--- src/rtl/bp_me_wormhole_mem_responder_pkg.sv ---
// Shared types for the wormhole memory responder and the matching command sender.
//   mem_op_e : header opcode (read/write)
//   state_e  : responder control states
//   hdr_width / link_width : derived widths of a packet header and a ready_and link
package bp_me_wormhole_mem_responder_pkg;

    typedef enum logic {
        e_mem_rd = 1'b0,
        e_mem_wr = 1'b1
    } mem_op_e;

    typedef enum logic [2:0] {
        IDLE,
        WR_DATA,
        RD_REQ,
        RD_WAIT,
        RESP_HDR,
        RESP_DATA
    } state_e;

    // Header is {addr, count, opcode, src, len, dst}, dst in the LSBs.
    function automatic int hdr_width(input int cord_w, input int len_w,
                                     input int count_w, input int addr_w);
        return 2 * cord_w + len_w + 1 + count_w + addr_w;
    endfunction

    // A ready_and link is {v, ready_and_rev, data}.
    function automatic int link_width(input int flit_w);
        return flit_w + 2;
    endfunction

endpackage

--- src/rtl/bp_me_wormhole_mem_responder_if.sv ---
// Valid/ready_and flit channel used between the responder control and its
// response transmitter.
//   v, data   : flit offered by the master
//   ready_and : slave accepts the flit when high together with v
interface bp_me_wormhole_mem_responder_if #(
    parameter int flit_width_p = 64
);
    logic                    v;
    logic [flit_width_p-1:0] data;
    logic                    ready_and;

    modport master (output v, output data, input  ready_and);
    modport slave  (input  v, input  data, output ready_and);
endinterface

--- src/rtl/bp_me_wormhole_resp_tx.sv ---
// Response transmitter: selects header or data flit onto the response channel.
//   hdr_v_i/hdr_i   : header flit request
//   data_v_i/data_i : data flit request
//   link            : outgoing channel (master side)
//   yumi_o          : flit accepted this cycle
// The caller keeps its request asserted until yumi_o, so valid and data hold
// steady while the network is not ready.
module bp_me_wormhole_resp_tx #(
    parameter int flit_width_p = 64
) (
    input  logic                    hdr_v_i,
    input  logic [flit_width_p-1:0] hdr_i,
    input  logic                    data_v_i,
    input  logic [flit_width_p-1:0] data_i,
    bp_me_wormhole_mem_responder_if.master link,
    output logic                    yumi_o
);
    assign link.v    = hdr_v_i | data_v_i;
    assign link.data = hdr_v_i  ? hdr_i
                     : data_v_i ? data_i
                     : '0;
    assign yumi_o    = link.v & link.ready_and;
endmodule

--- src/rtl/bp_me_wormhole_mem_responder.sv ---
// Wormhole memory responder: accepts read/write command packets from the
// network, performs word accesses on a simple valid/ready memory port and
// returns a response header (plus read data) to the requester.
//   clk_i, reset_n_i         : clock, asynchronous active-low reset
//   my_cord_i                : own coordinate, placed in the src field of responses
//   cmd_link_i / cmd_link_o  : command {v, data} in, ready_and_rev out
//   resp_link_o / resp_link_i: response {v, data} out, ready_and_rev in
//   mem_*                    : memory request port and in-order read return
module bp_me_wormhole_mem_responder
    import bp_me_wormhole_mem_responder_pkg::*;
#(
    parameter int flit_width_p  = 64,
    parameter int cord_width_p  = 7,
    parameter int len_width_p   = 3,
    parameter int count_width_p = 2,
    parameter int addr_width_p  = 32,
    localparam int link_width_lp = link_width(flit_width_p)
) (
    input  logic                     clk_i,
    input  logic                     reset_n_i,
    input  logic [cord_width_p-1:0]  my_cord_i,
    input  logic [link_width_lp-1:0] cmd_link_i,
    output logic [link_width_lp-1:0] cmd_link_o,
    output logic [link_width_lp-1:0] resp_link_o,
    input  logic [link_width_lp-1:0] resp_link_i,
    output logic                     mem_v_o,
    output logic                     mem_w_o,
    output logic [addr_width_p-1:0]  mem_addr_o,
    output logic [flit_width_p-1:0]  mem_data_o,
    input  logic                     mem_ready_i,
    input  logic                     mem_data_v_i,
    input  logic [flit_width_p-1:0]  mem_data_i
);
    localparam int DST_LSB  = 0;
    localparam int LEN_LSB  = cord_width_p;
    localparam int SRC_LSB  = cord_width_p + len_width_p;
    localparam int OP_LSB   = 2 * cord_width_p + len_width_p;
    localparam int CNT_LSB  = OP_LSB + 1;
    localparam int ADDR_LSB = CNT_LSB + count_width_p;

    if (hdr_width(cord_width_p, len_width_p, count_width_p, addr_width_p) > flit_width_p
        || ((1 << len_width_p) - 1) < (1 << count_width_p)) begin : g_bad_params
        $error("bp_me_wormhole_mem_responder: header does not fit flit or len too narrow for count");
    end

    // Command link fields
    logic                    cmd_v;
    logic [flit_width_p-1:0] cmd_flit;
    assign cmd_v    = cmd_link_i[flit_width_p+1];
    assign cmd_flit = cmd_link_i[flit_width_p-1:0];

    // Control state
    state_e                   state_q, state_d;
    logic [count_width_p-1:0] k_q, k_d;
    logic                     live_q;   // low until the first edge after reset release

    // Latched header and read data (no reset needed; written before use)
    mem_op_e                  op_q;
    logic [count_width_p-1:0] cnt_q;
    logic [addr_width_p-1:0]  addr_q;
    logic [cord_width_p-1:0]  src_q;
    logic [flit_width_p-1:0]  data_q;

    logic cmd_ready, hdr_v, data_v, latch_hdr, cap_data, resp_yumi;
    logic [flit_width_p-1:0] resp_hdr;

    always_ff @(posedge clk_i or negedge reset_n_i) begin
        if (!reset_n_i) begin
            state_q <= IDLE;
            k_q     <= '0;
            live_q  <= 1'b0;
        end else begin
            state_q <= state_d;
            k_q     <= k_d;
            live_q  <= 1'b1;
        end
    end

    always_ff @(posedge clk_i) begin
        if (latch_hdr) begin
            op_q   <= mem_op_e'(cmd_flit[OP_LSB]);
            cnt_q  <= cmd_flit[CNT_LSB +: count_width_p];
            addr_q <= cmd_flit[ADDR_LSB +: addr_width_p];
            src_q  <= cmd_flit[SRC_LSB +: cord_width_p];
        end
        if (cap_data) begin
            data_q <= mem_data_i;
        end
    end

    always_comb begin
        state_d    = state_q;
        k_d        = k_q;
        cmd_ready  = 1'b0;
        mem_v_o    = 1'b0;
        mem_w_o    = 1'b0;
        mem_addr_o = '0;
        mem_data_o = '0;
        hdr_v      = 1'b0;
        data_v     = 1'b0;
        latch_hdr  = 1'b0;
        cap_data   = 1'b0;
        case (state_q)
            IDLE: begin
                cmd_ready = live_q;
                if (cmd_v && live_q) begin
                    latch_hdr = 1'b1;
                    k_d       = '0;
                    state_d   = (cmd_flit[OP_LSB] == e_mem_wr) ? WR_DATA : RESP_HDR;
                end
            end
            WR_DATA: begin
                // Write flits flow straight through to memory; the burst length
                // comes from count, the incoming len field is not consulted.
                cmd_ready  = mem_ready_i;
                mem_v_o    = cmd_v;
                mem_w_o    = 1'b1;
                mem_addr_o = addr_q + addr_width_p'(k_q);
                mem_data_o = cmd_flit;
                if (cmd_v && mem_ready_i) begin
                    k_d = k_q + 1'b1;
                    if (k_q == cnt_q) begin
                        state_d = RESP_HDR;
                    end
                end
            end
            RESP_HDR: begin
                hdr_v = 1'b1;
                if (resp_yumi) begin
                    k_d     = '0;
                    state_d = (op_q == e_mem_wr) ? IDLE : RD_REQ;
                end
            end
            RD_REQ: begin
                mem_v_o    = 1'b1;
                mem_addr_o = addr_q + addr_width_p'(k_q);
                if (mem_ready_i) begin
                    state_d = RD_WAIT;
                end
            end
            RD_WAIT: begin
                if (mem_data_v_i) begin
                    cap_data = 1'b1;
                    state_d  = RESP_DATA;
                end
            end
            RESP_DATA: begin
                data_v = 1'b1;
                if (resp_yumi) begin
                    if (k_q == cnt_q) begin
                        k_d     = '0;
                        state_d = IDLE;
                    end else begin
                        k_d     = k_q + 1'b1;
                        state_d = RD_REQ;
                    end
                end
            end
            default: state_d = IDLE;
        endcase
    end

    // Response header: returned to the requester, len counts the data flits
    // that follow (none for a write ack).
    always_comb begin
        resp_hdr = '0;
        resp_hdr[DST_LSB +: cord_width_p]   = src_q;
        resp_hdr[LEN_LSB +: len_width_p]    = (op_q == e_mem_wr) ? '0
                                            : len_width_p'(cnt_q) + len_width_p'(1);
        resp_hdr[SRC_LSB +: cord_width_p]   = my_cord_i;
        resp_hdr[OP_LSB]                    = op_q;
        resp_hdr[CNT_LSB +: count_width_p]  = cnt_q;
        resp_hdr[ADDR_LSB +: addr_width_p]  = addr_q;
    end

    bp_me_wormhole_mem_responder_if #(.flit_width_p(flit_width_p)) resp_if ();

    bp_me_wormhole_resp_tx #(.flit_width_p(flit_width_p)) u_resp_tx (
        .hdr_v_i  (hdr_v),
        .hdr_i    (resp_hdr),
        .data_v_i (data_v),
        .data_i   (data_q),
        .link     (resp_if),
        .yumi_o   (resp_yumi)
    );

    assign resp_if.ready_and = resp_link_i[flit_width_p];
    assign resp_link_o       = {resp_if.v, 1'b0, resp_if.data};
    assign cmd_link_o        = {1'b0, cmd_ready, {flit_width_p{1'b0}}};

    // Link bits this block never consumes (reverse-direction fields, dst/len).
    logic unused_bits;
    assign unused_bits = ^{cmd_link_i[flit_width_p], resp_link_i[flit_width_p+1],
                           resp_link_i[flit_width_p-1:0], cmd_flit};
endmodule

--- config.mk ---
export PLATFORM = sky130hd
export DESIGN_NAME = bp_me_wormhole_mem_responder
export DESIGN_NICKNAME = d
export VERILOG_FILES = /design/src/rtl/bp_me_wormhole_mem_responder_pkg.sv /design/src/rtl/bp_me_wormhole_mem_responder_if.sv /design/src/rtl/bp_me_wormhole_resp_tx.sv /design/src/rtl/bp_me_wormhole_mem_responder.sv
export SDC_FILE = /design/constraint.sdc
export NUM_CORES = 1
export LEC_CHECK = 0
export ABC_AREA = 1
export CAP_MARGIN = 15
export CORE_AREA = 8 8 164 166
export DETAILED_ROUTE_END_ITERATION = 16
export DIE_AREA = 0 0 172 174
export PLACE_DENSITY = 0.69
export SETUP_SLACK_MARGIN = 0.2
export SLEW_MARGIN = 20
export SYNTH_ARGS = -nofsm -noshare
export SYNTH_HDL_FRONTEND = slang
export SYNTH_SLANG_ARGS = --single-unit
--- constraint.sdc ---
create_clock -name clk_i -period 7.8 [get_ports clk_i]
set_input_delay 0.78 -clock clk_i [delete_from_list [all_inputs] [get_ports clk_i]]
set_output_delay 0.78 -clock clk_i [all_outputs]
set_load 0.05 [all_outputs]
---- After elaboration in Yosys (flattened, before gate mapping) ----
Index checks and enable logic that the tools add are counted.
cells by class
  eq/ne operators ......................... 13
  add/subtract/negate cells ............... 3
  reductions and logical operators ........ 7
  bitwise logic cells ..................... 2
  muxes and demuxes ....................... 31
operator list
  cell                                                                   count
  64-bit two-way mux                                                     3
  32-bit by 2-bit adder with 32-bit output                               1
  32-bit two-way mux                                                     1
  3-bit two-way mux                                                      9
  3-bit case mux with 6 select lines                                     1
  2-bit two-way mux                                                      7
  2-bit inequality test, second input constant                           7
  2-bit case mux with 4 select lines                                     1
  1-bit two-way mux                                                      7
  7-bit AND reduction                                                    1
  3-bit by 2-bit equality test with 1-bit output, second input constant  2
  3-bit equality test, second input constant                             2
  5-bit AND reduction                                                    1
  1-bit case mux with 2 select lines                                     2
  4-bit nonzero test                                                     1
  2-bit by 1-bit adder with 3-bit output, second input constant          1
  3-bit by 1-bit equality test with 1-bit output, second input constant  1
  3-bit logical NOT                                                      1
  2-bit by 1-bit adder with 2-bit output, second input constant          1
  2-bit equality test                                                    1
  1-bit logical AND                                                      2
  2-bit OR reduction                                                     1
  1-bit bitwise AND                                                      1
  1-bit OR                                                               1
word-level totals
  input port bits ......................... 207
  word-level logic and storage cells ...... 64
  output and inout bits ................... 230
  flip-flop bits (word level) ............. 112

---- Longest topological paths before layout ----
  depth in word-level cells ............... 6
  gate-level depth with buffers ........... 10
  gate-level depth less buffers ........... 10

---- Cells and area by module ----
From an unflattened synthesis, not the netlist that was laid out.
unflattened totals
  cells, all modules ...................... 859
  area, all modules ....................... 6,797.8 sq um
by module, submodules not included
  module                        area each (sq um)  seq. area each (sq um)  times used  cells each
  bp_me_wormhole_mem_responder  5,840.6            3,333.2                 1           644
  bp_me_wormhole_resp_tx        957.2              0.0                     1           215

---- Least setup slack after synthesis ----
Ideal clock, no wire load.
  kind .................................... input to register
  start ................................... input port mem_data_v_i
  end ..................................... register data_q[0], enable pin
  arrival ................................. 5.166 ns
  path buffers ............................ 0
  path slack .............................. 2.069 ns
  cell stages on the path ................. 2
  data required time ...................... 7.235 ns
  setup time .............................. 0.565 ns
  cells stage by stage .................... inv_1 -> nor3_1
on the way
  longest elaborated chain between the ends .. 2
RTL lines
  element               line                                 RTL
  start, declared       bp_me_wormhole_mem_responder.sv:31   input logic mem_data_v_i,
  1-bit two-way mux     bp_me_wormhole_mem_responder.sv:142  if (mem_data_v_i) begin
  1-bit two-way mux     bp_me_wormhole_mem_responder.sv:103  case (state_q)
  net cap_data          bp_me_wormhole_mem_responder.sv:64   logic cmd_ready, hdr_v, data_v, latch_hdr, cap_data, resp_yumi;
  end signal, assigned  bp_me_wormhole_mem_responder.sv:87   data_q <= mem_data_i;
  end, declared         bp_me_wormhole_mem_responder.sv:62   logic [flit_width_p-1:0] data_q;
The timed path passes the listed nets, and every way through them passes these cells.
A chain may end at the register's enable or synchronous reset.

---- Worst setup path after layout ----
  start ................................... register state_q[0]
  end ..................................... output port mem_addr_o[12]
on the way
  longest elaborated chain between the ends .. 3
  elaborated cells on any way between the ends .. 4
  classes of those cells .................. eq/ne: 2; mux: 1; reduce/logical: 1
RTL lines
  element                                                                                                           line                                 RTL
  start, declared                                                                                                   bp_me_wormhole_mem_responder.sv:53   state_e state_q, state_d;
  start signal, assigned                                                                                            bp_me_wormhole_mem_responder.sv:73   state_q <= state_d;
  3-bit by 2-bit equality test with 1-bit output or 3-bit by 1-bit equality test with 1-bit output (tied branches)  bp_me_wormhole_mem_responder.sv:103
  2-bit OR reduction (no source line) (*)                                                                           n/a
  32-bit two-way mux (*)                                                                                            n/a
  end, declared                                                                                                     bp_me_wormhole_mem_responder.sv:28   output logic [addr_width_p-1:0] mem_addr_o,
Mark *: on every way between the ends. The rest lies on a longest branch, timed or not.

==> out/results.ini <==
[worst_hold_path]
hold_path_end=k_q[0]
hold_path_depth=2
worstHoldStart=k_q[0]
min_path_type=reg -> reg

[drt]
drt-initial-drc-count=275
ant_nets=0
num_vias=5931
met1_length_mm=9.33
drtPass1Iterations=8
top_layer_used=met4
wl_per_cell_um=17.4
wl_mm=24.5
drc_errors=0
wl_met3_mm=2.05
wl_met2_mm=12.1
viasPerCell=4.20

[global_route]
grt_pass1_vias=6121
grt_max_degree=67
grt.total_usage_pct=15.9
antenna_found_initial=1
grt_pass1_wl_mm=35.9
grt_overflow=0

[sta]
tightest_slew_ns=1.06
final-max-slew-violation-count=0
fin_crit_sh_pct=58.3
relSlewSlack_pct=28.8
max_freq_mhz=220
finalHoldViolCount=0
finalSetupTns_ns=0
holdWs_ns=0.609
rsz0062_at_grt=false
worst_clock_skew_ns=0.00656
finalSetupViolations=0
fin_crit_ns=4.54

[status]
outcome=finished clean

[synth]
dominantRegCellSynth=edfxtp_1
synth_top_family_by_area=simple AND/OR/NAND/NOR gates
synthMuxAreaShare_pct=0
syn_area_mm2=0.00661
syn_area_per_cell_um2=8.46
synth_cells=781
yosysSeqAreaShare_pct=50.4
synth_edf_count=106
yosys_warnings=0
synth-xor-area-share_pct=0.398
synth-compound-area-share_pct=7.36
yosys-top-cells-count=nand2_1 (166), nor2_1 (146), inv_1 (127)
synth_most_common_cell=nand2_1
synthAdderAreaFrac_pct=0.871
synth-seq-cells=112
synth_top_area_cell=edfxtp_1
synthTopCellsByArea=edfxtp_1 (48%), nand2_1 (9.4%), nor2_1 (8.3%), buf_4 (8.2%), inv_1 (7.2%)
yosys.area_share.simple_pct=22.7
ys_async_sr_fraction_pct=5.36
yosysUniqueCellTypes=35
synth_top_area_share_pct=48.2

[placement]
portBuffers=304
globalplace.congestion=0.887
hpwl_mm=20.0
dp_cells=1395

[clocking]
cts_resized=0
root_buffer=clkbuf_16
cts.sinks=112
cts_made_buffers=9
clk_latency_ns=0.36
htreeDepth=3
cts.path.max_buffers=2
cts_setup_buffers=0
postCtsHoldBufs=0
path_clk_slew_ns=0.08
cts_tree=yes

[floorplan]
core_area_mm2=0.0245
row_count=58
start_util_pct=26.9
io-pin-count=437
die_area_mm2=0.0299
dieHeight_um=174
die_x_um=172

[critical_path]
crit_slowest_cell=clkdlybuf4s50_1
critPathKind=reg -> out
cp_slowest_stage_delay_ns=0.85
r2r_start=state_q[2]
rr_endpoint=state_q[2]
crit_chain=nand2_8 -> nor2_8 -> clkinv_2 -> nand2_4 -> inv_4 -> a21oi_1 -> o21a_1 -> clkdlybuf4s50_1
path_max_fanout=66
reg2reg_depth=7
worstSetupStartpoint=state_q[0]
end_kind=output pin
crit_arrival_ns=3.76
rrSetupSlack_ns=5.11
startpoint_type=register
worstPathRequired_ns=7.02

[cells_and_area]
final_layout_size_suffix_gt1_share_pct=4.53
fillers=2435
final_cells=1411
num-nets-final=1287
antennaDiodeCount=0
area_delta_synth_final_pct=50.5

[pwr]
ir_drop_v=0.000148
leakagePower_nw=4.09
power_mw=3.15
power_density_mw_per_mm2=317

[flow_run]
maxCapViolCount=0

-- metal layers --
metal / track usage [%] / up-vias
li1: - / 2911
met1: 17.5 / 2687
met2: 27.9 / 284
met3: 4.33 / 49
met4: 7.58 / 0
met5: 0 / -
-- flip-flops by register name, indices dropped and copies added (netlist names) --
| name | cells |
|---|---|
| state_q | 3 |
| k_q | 2 |
| op_q | 1 |
| src_q | 7 |
| data_q | 64 |
| cnt_q | 2 |
| live_q | 1 |
| addr_q | 32 |
-- power breakdown --
part	switching (mW)	internal [mW]
clock	0.241	0.224
sequential	0.0592	0.720
combinational	1.36	0.554
total	1.66	1.50
-- cell families (layout without fill, tap and decap cells) --
| group | after synthesis | after routing |
|---|---|---|
| adders and majority gates | 4 | 4 |
| AOI/OAI and AO/OA | 77 | 77 |
| and+or+nand+nor | 361 | 361 |
| other | 2 | 67 |
| buffers and inverters | 222 | 457 |
| DFF | 112 | 112 |
| xor gates and xnor gates | 3 | 3 |
-- area by class of cell --
type,count,area [um2],share of cell area [%]
Sequential cell,112,3330,33.5
Clock buffer,9,225,2.26
Multi-Input combinational cell,512,2330,23.4
Tap cell,330,413,4.15
Inverter,131,500,5.03
Timing Repair Buffer,310,3090,31.0
Clock inverter,7,58.8,0.591
-- placed cells by master, fill, tap and decap left out, types with 5 or more instances in the layout --
cell and n:
nor2_2 5, nand2_1 166, nor2_1 146, a22o_1 16
a21oi_1 8, nand3_1 24, a21oi_2 5, conb_1 67
inv_1 127, o21ai_1 17, edfxtp_1 106, clkbuf_16 9
dfrtp_1 6, o21ai_0 26, clkdlybuf4s50_1 304, buf_4 6
-- how the worst max path moves through the flow --
stage	to	slack (ns)	cells past startpoint
2_1_floorplan	data_q[0]	2.07	2
5_1_grt	mem_addr_o[12]	2.98	9
3_5_place_dp	resp_link_o[65]	3.62	6
6_report	mem_addr_o[12]	3.26	8
3_3_place_gp	resp_link_o[65]	3.65	6
4_1_cts	resp_link_o[65]	3.20	6
-- stage by stage --
step / setup slack, ns / area [um2] / utilization [%]
finish: 3.26 / 9950 / 40.6
global route: 2.98 / 9950 / 40.6
CTS: 3.20 / 9950 / 40.6
detailed placement: 3.62 / 9670 / 39.4
global placement: 3.65 / 9670 / 39.4
floorplan: 2.07 / 6850 / -
-- worst max-delay path: cells and delay by family, from the launching register on --
kind	cells	cell delay, ns
buffers and inverters	3	1.71
AND/OR/NAND/NOR	3	0.77
AO/OA/AOI/OAI	2	0.28
flip-flops	1	0.63
Note: power is estimated with default switching activity, not from simulation.
